<file path="src/rtl/gpio_in_filter.sv">
//------------------------------------------------------------------------------
// Module   : gpio_in_filter
// Desc     : Per-pin pad synchroniser and debounce filter feeding gpio_ext_porta.
//            `GPIO_FLT_SYNC3_EN selects a 3-flop synchroniser (2-flop default).
// Revision : 1.0 - initial release
//------------------------------------------------------------------------------
`default_nettype none

module gpio_in_filter #(
  parameter int DW    = 32,
  parameter int CNT_W = 8
) (
  input  logic             pclk,
  input  logic             presetn,
  input  logic [DW-1:0]    pad_in,
  input  logic [DW-1:0]    flt_en,
  input  logic [CNT_W-1:0] flt_len,
  output logic [DW-1:0]    gpio_ext_porta,
  output logic [DW-1:0]    chg_pulse
);

  logic [DW-1:0] r_sync1;
  logic [DW-1:0] r_sync2;
  logic [DW-1:0] w_sync;
  logic [DW-1:0] r_flt;
  logic [DW-1:0] r_chg;
  logic [DW-1:0] w_flt_next;

`ifdef GPIO_FLT_SYNC3_EN
  logic [DW-1:0] r_sync3;

  always_ff @(posedge pclk or negedge presetn) begin
    if (!presetn) begin
      r_sync1 <= '0;
      r_sync2 <= '0;
      r_sync3 <= '0;
    end else begin
      r_sync1 <= pad_in;
      r_sync2 <= r_sync1;
      r_sync3 <= r_sync2;
    end
  end

  assign w_sync = r_sync3;
`else
  always_ff @(posedge pclk or negedge presetn) begin
    if (!presetn) begin
      r_sync1 <= '0;
      r_sync2 <= '0;
    end else begin
      r_sync1 <= pad_in;
      r_sync2 <= r_sync1;
    end
  end

  assign w_sync = r_sync2;
`endif

  // Each pin owns its counter; only flt_len is shared. Since c only advances
  // while c < flt_len, it can never exceed the counter range and never wraps.
  for (genvar i = 0; i < DW; i++) begin : g_pin
    logic [CNT_W-1:0] r_cnt;
    logic [CNT_W-1:0] w_cnt_next;
    logic             w_f_next;

    always_comb begin
      w_f_next   = r_flt[i];
      w_cnt_next = '0;
      if (!flt_en[i]) begin
        w_f_next = w_sync[i];
      end else if (w_sync[i] != r_flt[i]) begin
        if (r_cnt >= flt_len) begin
          w_f_next = w_sync[i];
        end else begin
          w_cnt_next = r_cnt + 1'b1;
        end
      end
    end

    always_ff @(posedge pclk or negedge presetn) begin
      if (!presetn) begin
        r_cnt <= '0;
      end else begin
        r_cnt <= w_cnt_next;
      end
    end

    assign w_flt_next[i] = w_f_next;
  end

  always_ff @(posedge pclk or negedge presetn) begin
    if (!presetn) begin
      r_flt <= '0;
      r_chg <= '0;
    end else begin
      r_flt <= w_flt_next;
      r_chg <= w_flt_next ^ r_flt;
    end
  end

  assign gpio_ext_porta = r_flt;
  assign chg_pulse      = r_chg;

endmodule

`default_nettype wire

</file>
<file path="config.mk">
export PLATFORM = sky130hd
export DESIGN_NAME = gpio_in_filter
export DESIGN_NICKNAME = d
export VERILOG_FILES = /design/src/rtl/gpio_in_filter.sv
export SDC_FILE = /design/constraint.sdc
export NUM_CORES = 1
export LEC_CHECK = 0
export ABC_AREA = 1
export CORE_UTILIZATION = 55
export DETAILED_ROUTE_END_ITERATION = 10
export DONT_BUFFER_PORTS = 1
export PLACE_DENSITY_LB_ADDON = 0.1
export SLEW_MARGIN = 40
export SYNTH_ARGS = -nofsm -noshare
export SYNTH_HDL_FRONTEND = slang
export SYNTH_SLANG_ARGS = --single-unit
</file>
<file path="constraint.sdc">
create_clock -name pclk -period 1.51 [get_ports pclk]
set_clock_uncertainty 0.2 [all_clocks]
set_input_delay 0.302 -clock pclk [delete_from_list [all_inputs] [get_ports pclk]]
set_output_delay 0.302 -clock pclk [all_outputs]
set_load 0.01 [all_outputs]
</file>
Word level (Yosys, flattened, before mapping)
Index checks and enable logic that the tools add are counted.
- output and inout bits: 64
- bits in registers: 384
- $lt $le $gt $ge: 32
- bitwise logic cells: 1
- muxes and demuxes: 192
- equal/unequal tests: 32
- $add $sub $neg: 32
- operators with widths (kind ; number):
    $mux W8 ; 96
    $add A8 B1 Y8 const B ; 32
    $ge A8 B8 Y1 ; 32
    $mux W1 ; 96
    $ne A1 B1 Y1 ; 32
    $xor A32 B32 Y32 ; 1

Logic depth before layout (Yosys ltp)
- word-level depth: 5
- gate-level depth with buffers: 11
- mapped depth without buffers: 11

Least setup slack after synthesis
No wires, ideal clock.
- kind: input to register
- from: in flt_len[7]
- to: reg g_pin[4].r_cnt[0]
- buffers on the path: 0
- path slack: -0.677 ns
- library setup time: 0.074 ns
- arrival: 1.914 ns
- stages: 7
- cells stage by stage: inv_1 > ha_1 > nand2_1 > nand3b_1 > nor3b_2 > nand3_2 > nor2_1
- longest elaborated chain between the ends: 4
- RTL lines (element ; RTL line ; RTL):
    start, declared ; 17 ; input logic [CNT_W-1:0] flt_len,
    $ge A8 B8 Y1 ; 72 ; if (r_cnt >= flt_len) begin
    $mux W8 ; 72 ;
    $mux W8 ; 71 ; end else if (w_sync[i] != r_flt[i]) begin
    $mux W8 ; 69 ; if (!flt_en[i]) begin
    named net g_pin[4].w_cnt_next[0] ; 63 ; logic [CNT_W-1:0] w_cnt_next;
    end signal, assigned ; 84 ; r_cnt <= w_cnt_next;
    end, declared ; 62 ; logic [CNT_W-1:0] r_cnt;
The timed path passes the listed nets, and every way through them passes these cells.

Worst setup path in the final report
- from: reg g_pin[13].r_cnt[6]
- to: reg g_pin[13].r_cnt[1]
- longest elaborated chain between the ends: 4
- RTL lines (element ; RTL line):
    start, declared ; 62
    start signal, assigned ; 84
    $ge A8 B8 Y1 ; 72
    $mux W8 ; 72
    $mux W8 ; 71
    $mux W8 ; 69
    named net g_pin[13].w_cnt_next[1] ; 63
The timed path passes the listed nets, and every way through them passes these cells.

==> summary.md <==
| Metric | Value |
|---|---|
| Sequential-to-total area share from yosys stat | `44.3%` |
| Share of the cycle needed by the critical path after routing | `118%` |
| Kind of end point of the critical path | `flop` |
| Delay contributed by the slowest stage of the critical path | `0.38 ns` |
| Failing checks | `negative hold slack, negative setup slack` |
| Share of total power in combinational logic | `13.4%` |
| Critical-path cell with the highest stage delay | `sky130_fd_sc_hd__dfrtp_1` |
| Number of buffers inserted during clock tree synthesis | `44` |
| Post-synth EDFFs | `0` |
| Worst slack at placement | `-0.589 ns` |
| Most frequent cell on the critical path | `sky130_fd_sc_hd__nand2_1` |
| Placement-stage cell area | `25200 sq um` |
| Global-route wire length before repair | `84500 microns` |
| Top-area cell type share of the netlist area | `44.3%` |
| Maximum achievable frequency | `562 MHz` |
| Main area contributors after synthesis | `sky130_fd_sc_hd__dfrtp_1 44%, sky130_fd_sc_hd__ha_1 17%, sky130_fd_sc_hd__nand2_1 7.6%` |
| Site row count | `72` |
| Tightest Hold Check Type | `in2async` |
| Initial antenna violation count | `2` |
| Capture point of the worst reg-to-reg path | `g_pin[13].r_cnt[1]` |
| Number of primary I/O pins | `138` |
| Maximum fanout encountered on the critical timing path | `8` |
| Number of setup violations in the final report | `330` |
| Area overhead of the layout relative to synthesis | `41.5%` |
| Crit-path cells | `ha_1 -> nand2_1 -> inv_1 -> nand2_1 -> nand4_1 -> nor2_4 -> nand3_4 -> nor2_1` |
| Mapped Nets | `2762` |
| Kind of start point of the critical path | `flop` |
| Kind of cell adding the most delay to the critical path | `simple AND/OR/NAND/NOR gates` |
| Switching Fraction | `25.7%` |
| Setup slack of the critical path after layout | `-0.269 ns` |
| Synthesis warning total | `0` |
| WP data required | `1.80 ns` |
| Crit path arrival time | `2.06 ns` |
| Switching pwr | `6550 uW` |
| Most frequent cells after synthesis | `441 x sky130_fd_sc_hd__nand2_1, 391 x sky130_fd_sc_hd__nor2_1, 384 x sky130_fd_sc_hd__dfrtp_1` |
| Grt total ovfl | `0` |
| Number of clock sinks | `384` |
| Register share of total power | `43.4%` |
| Setup Crit Path Kind | `reg2reg` |
| Internal cell power | `18900 uW` |
| Initial Util | `55.9%` |
| Number of buffers added on ports | `0` |
| Detailed router's first-iteration violation count | `563` |
| Library cell occupying the most area in the post-synthesis netlist | `sky130_fd_sc_hd__dfrtp_1` |
| Bufs on Longest Clock Path | `3` |
| Asr flop ratio synth | `100%` |
| Number of global-route vias before repair | `18200` |
| Headroom to the max-slew limit | `21.4%` |
| Post-layout total power | `25500 uW` |
| Post-synthesis register bit count | `384` |
| TritonCTS clock tree | `built` |
| RSZ-0062 raised after global routing | `yes` |
| Cell chosen for the clock root | `sky130_fd_sc_hd__clkbuf_16` |
| Average cell area after synthesis | `9.03 sq um` |
| Worst hold margin | `-0.762 ns` |
| Hold buffer count at cts | `64` |
| Share of final-layout standard cells stronger than drive strength 1 | `35.2%` |
| Post-route ant nets | `0` |
| Die boundary width | `200 microns` |
| Standard cell core area | `38700 sq um` |
| Clock share of power | `43.2%` |
| Largest net degree at the start of global routing | `385` |
| Number of H-tree levels | `2` |
| End-of-flow core utilization | `79.2%` |
| Die Span Y | `200 microns` |
| Via count of the routed design | `17800` |
| Cell variety after synth | `24` |
| Outcome | `complete, but fails checks` |
| Setup slack of the worst register-to-register path | `-0.27 ns` |
| Final-report hold violation count | `384` |
| Max Slew Vio Count | `0` |
| Number of violations of the max-capacitance limit | `0` |
| Number of vias per cell | `5.11` |
| GRT Total Usage | `25.5%` |
| Summed instance area of the synthesized netlist | `21700 sq um` |
| Final wirelength | `52400 microns` |
| Non-Filler Cell Area, Final | `30700 sq um` |
| Most used standard cell by instance count after synthesis | `sky130_fd_sc_hd__nand2_1` |
| Routed length per instance | `15.1 microns` |
| Crit path buffers/inverters | `1` |
| Clock-pin slew on the worst setup and hold paths | `0.06 ns` |
| Final Wtd Congestion | `0.819` |
| Worst supply voltage drop on vdd | `0.000907 V` |
| Latest clock arrival within the worst-skew pair | `0.57 ns` |
| Top flip-flop cell by instance count after synthesis | `sky130_fd_sc_hd__dfrtp_1` |
| P per Cell Area | `831 nW/um^2` |
| Detailed-route DRC error count | `0` |
| Total half-perimeter wirelength after legalization and detailed placement | `32400 microns` |
| Period minus WS final | `1.78 ns` |
| Standby leakage power | `0.0150 uW` |
| Die outline area | `40200 sq um` |
| Final net count | `3284` |
| Synthesized instance count | `2400` |
| Cells on worst reg2reg path | `8` |
| Slew of the pin with the lowest slew margin | `1.18 ns` |
| Launch instance of the worst register-to-register path | `g_pin[13].r_cnt[6]` |
| First drt pass iteration count | `5` |
## per-stage QoR
step / std cells / setup TNS (ns)
final: 3474 / -41.73
after global routing: 3474 / -71.05
after CTS: 3438 / -40.55
after detailed placement: 3278 / -152.47
after global placement: 3278 / -142.05
after floorplan: 2400 / -160.36
## worst max-delay path by stage
stage | from | to | slack, ns | cells past startpoint
floorplan | flt_len[7] | g_pin[4].r_cnt[0] | -0.55 | 7
global placement | flt_len[5] | g_pin[8].r_cnt[7] | -0.53 | 9
finish | g_pin[13].r_cnt[6] | g_pin[13].r_cnt[1] | -0.27 | 8
global route | g_pin[13].r_cnt[6] | g_pin[13].r_cnt[1] | -0.36 | 8
CTS | g_pin[4].r_cnt[7] | gpio_ext_porta[4] | -0.21 | 8
detailed placement | flt_len[5] | g_pin[8].r_cnt[5] | -0.59 | 9
## routing by layer
metal	vias to the layer above	track usage (%)	wire length, microns
met2	264	45.9	27200
li1	8827	-	-
met4	0	9.02	1520
met5	-	0	0
met1	8569	31.1	21900
met3	99	3.78	1820
## power by group through the flow
stage	sequential [uW]	clock [uW]	combinational (uW)
6_report	11100	11000	3420
3_3_place_gp	11200	0	2330
5_1_grt	11100	11700	3810
3_5_place_dp	11200	0	2440
4_1_cts	11000	11300	2950
2_1_floorplan	11200	0	1450
## cells in the final DEF, fill, tap and decap left out, types with 12 or more instances in the layout
cell type and count:
sky130_fd_sc_hd__inv_1 271, sky130_fd_sc_hd__nor2_2 162, sky130_fd_sc_hd__o21ai_1 15, sky130_fd_sc_hd__nand3b_1 20, sky130_fd_sc_hd__nor2_1 201, sky130_fd_sc_hd__nor2_4 49, sky130_fd_sc_hd__inv_2 16, sky130_fd_sc_hd__nand2_2 78
sky130_fd_sc_hd__ha_4 81, sky130_fd_sc_hd__ha_1 205, sky130_fd_sc_hd__dfrtp_1 359, sky130_fd_sc_hd__xor2_1 114, sky130_fd_sc_hd__nand3_1 113, sky130_fd_sc_hd__dfrtp_2 25, sky130_fd_sc_hd__nand3_4 25, sky130_fd_sc_hd__a21oi_2 38
sky130_fd_sc_hd__nand2_1 344, sky130_fd_sc_hd__buf_4 343, sky130_fd_sc_hd__clkbuf_16 45, sky130_fd_sc_hd__buf_6 57, sky130_fd_sc_hd__nand2_4 19, sky130_fd_sc_hd__nand3_2 29, sky130_fd_sc_hd__buf_12 12, sky130_fd_sc_hd__dlygate4sd3_1 64
sky130_fd_sc_hd__nand4_1 57, sky130_fd_sc_hd__xnor2_1 82, sky130_fd_sc_hd__a21oi_1 34
## area by class of cell
type | count | area, sq um
Inverter | 293 | 1120
Fill cell | 2420 | 8080
Sequential cell | 384 | 9640
Clock inverter | 18 | 228
Tap cell | 518 | 648
Antenna cell | 1 | 2.50
Clock buffer | 61 | 1270
Timing Repair Buffer | 476 | 4100
Multi-Input combinational cell | 1723 | 13700
## sequential cells by signal, indices dropped and copies added, names as in the netlist
signal          flops
gpio_ext_porta     32
g_pin.r_cnt       256
chg_pulse          32
r_sync1            32
r_sync2            32
## cell families after synthesis
family                     synth area share (%)
and+or+nand+nor                            23.0
DFF                                        44.3
buffers and inverters                      5.08
adders and majority gates                  16.6
xor gates and xnor gates                   8.04
AOI/OAI and AO/OA                          2.94
## repair_timing
| item | CTS | global route |
|---|---|---|
| hold endpoints to repair | 734 | 384 |
| setup buffers | 18 | 35 |
| pin swaps | 123 | 188 |
| gates cloned | 0 | 0 |
| endpoints found under the setup margin | 353 | 353 |
| gates resized for setup | 274 | 394 |
(Power assumes the default switching activity.)
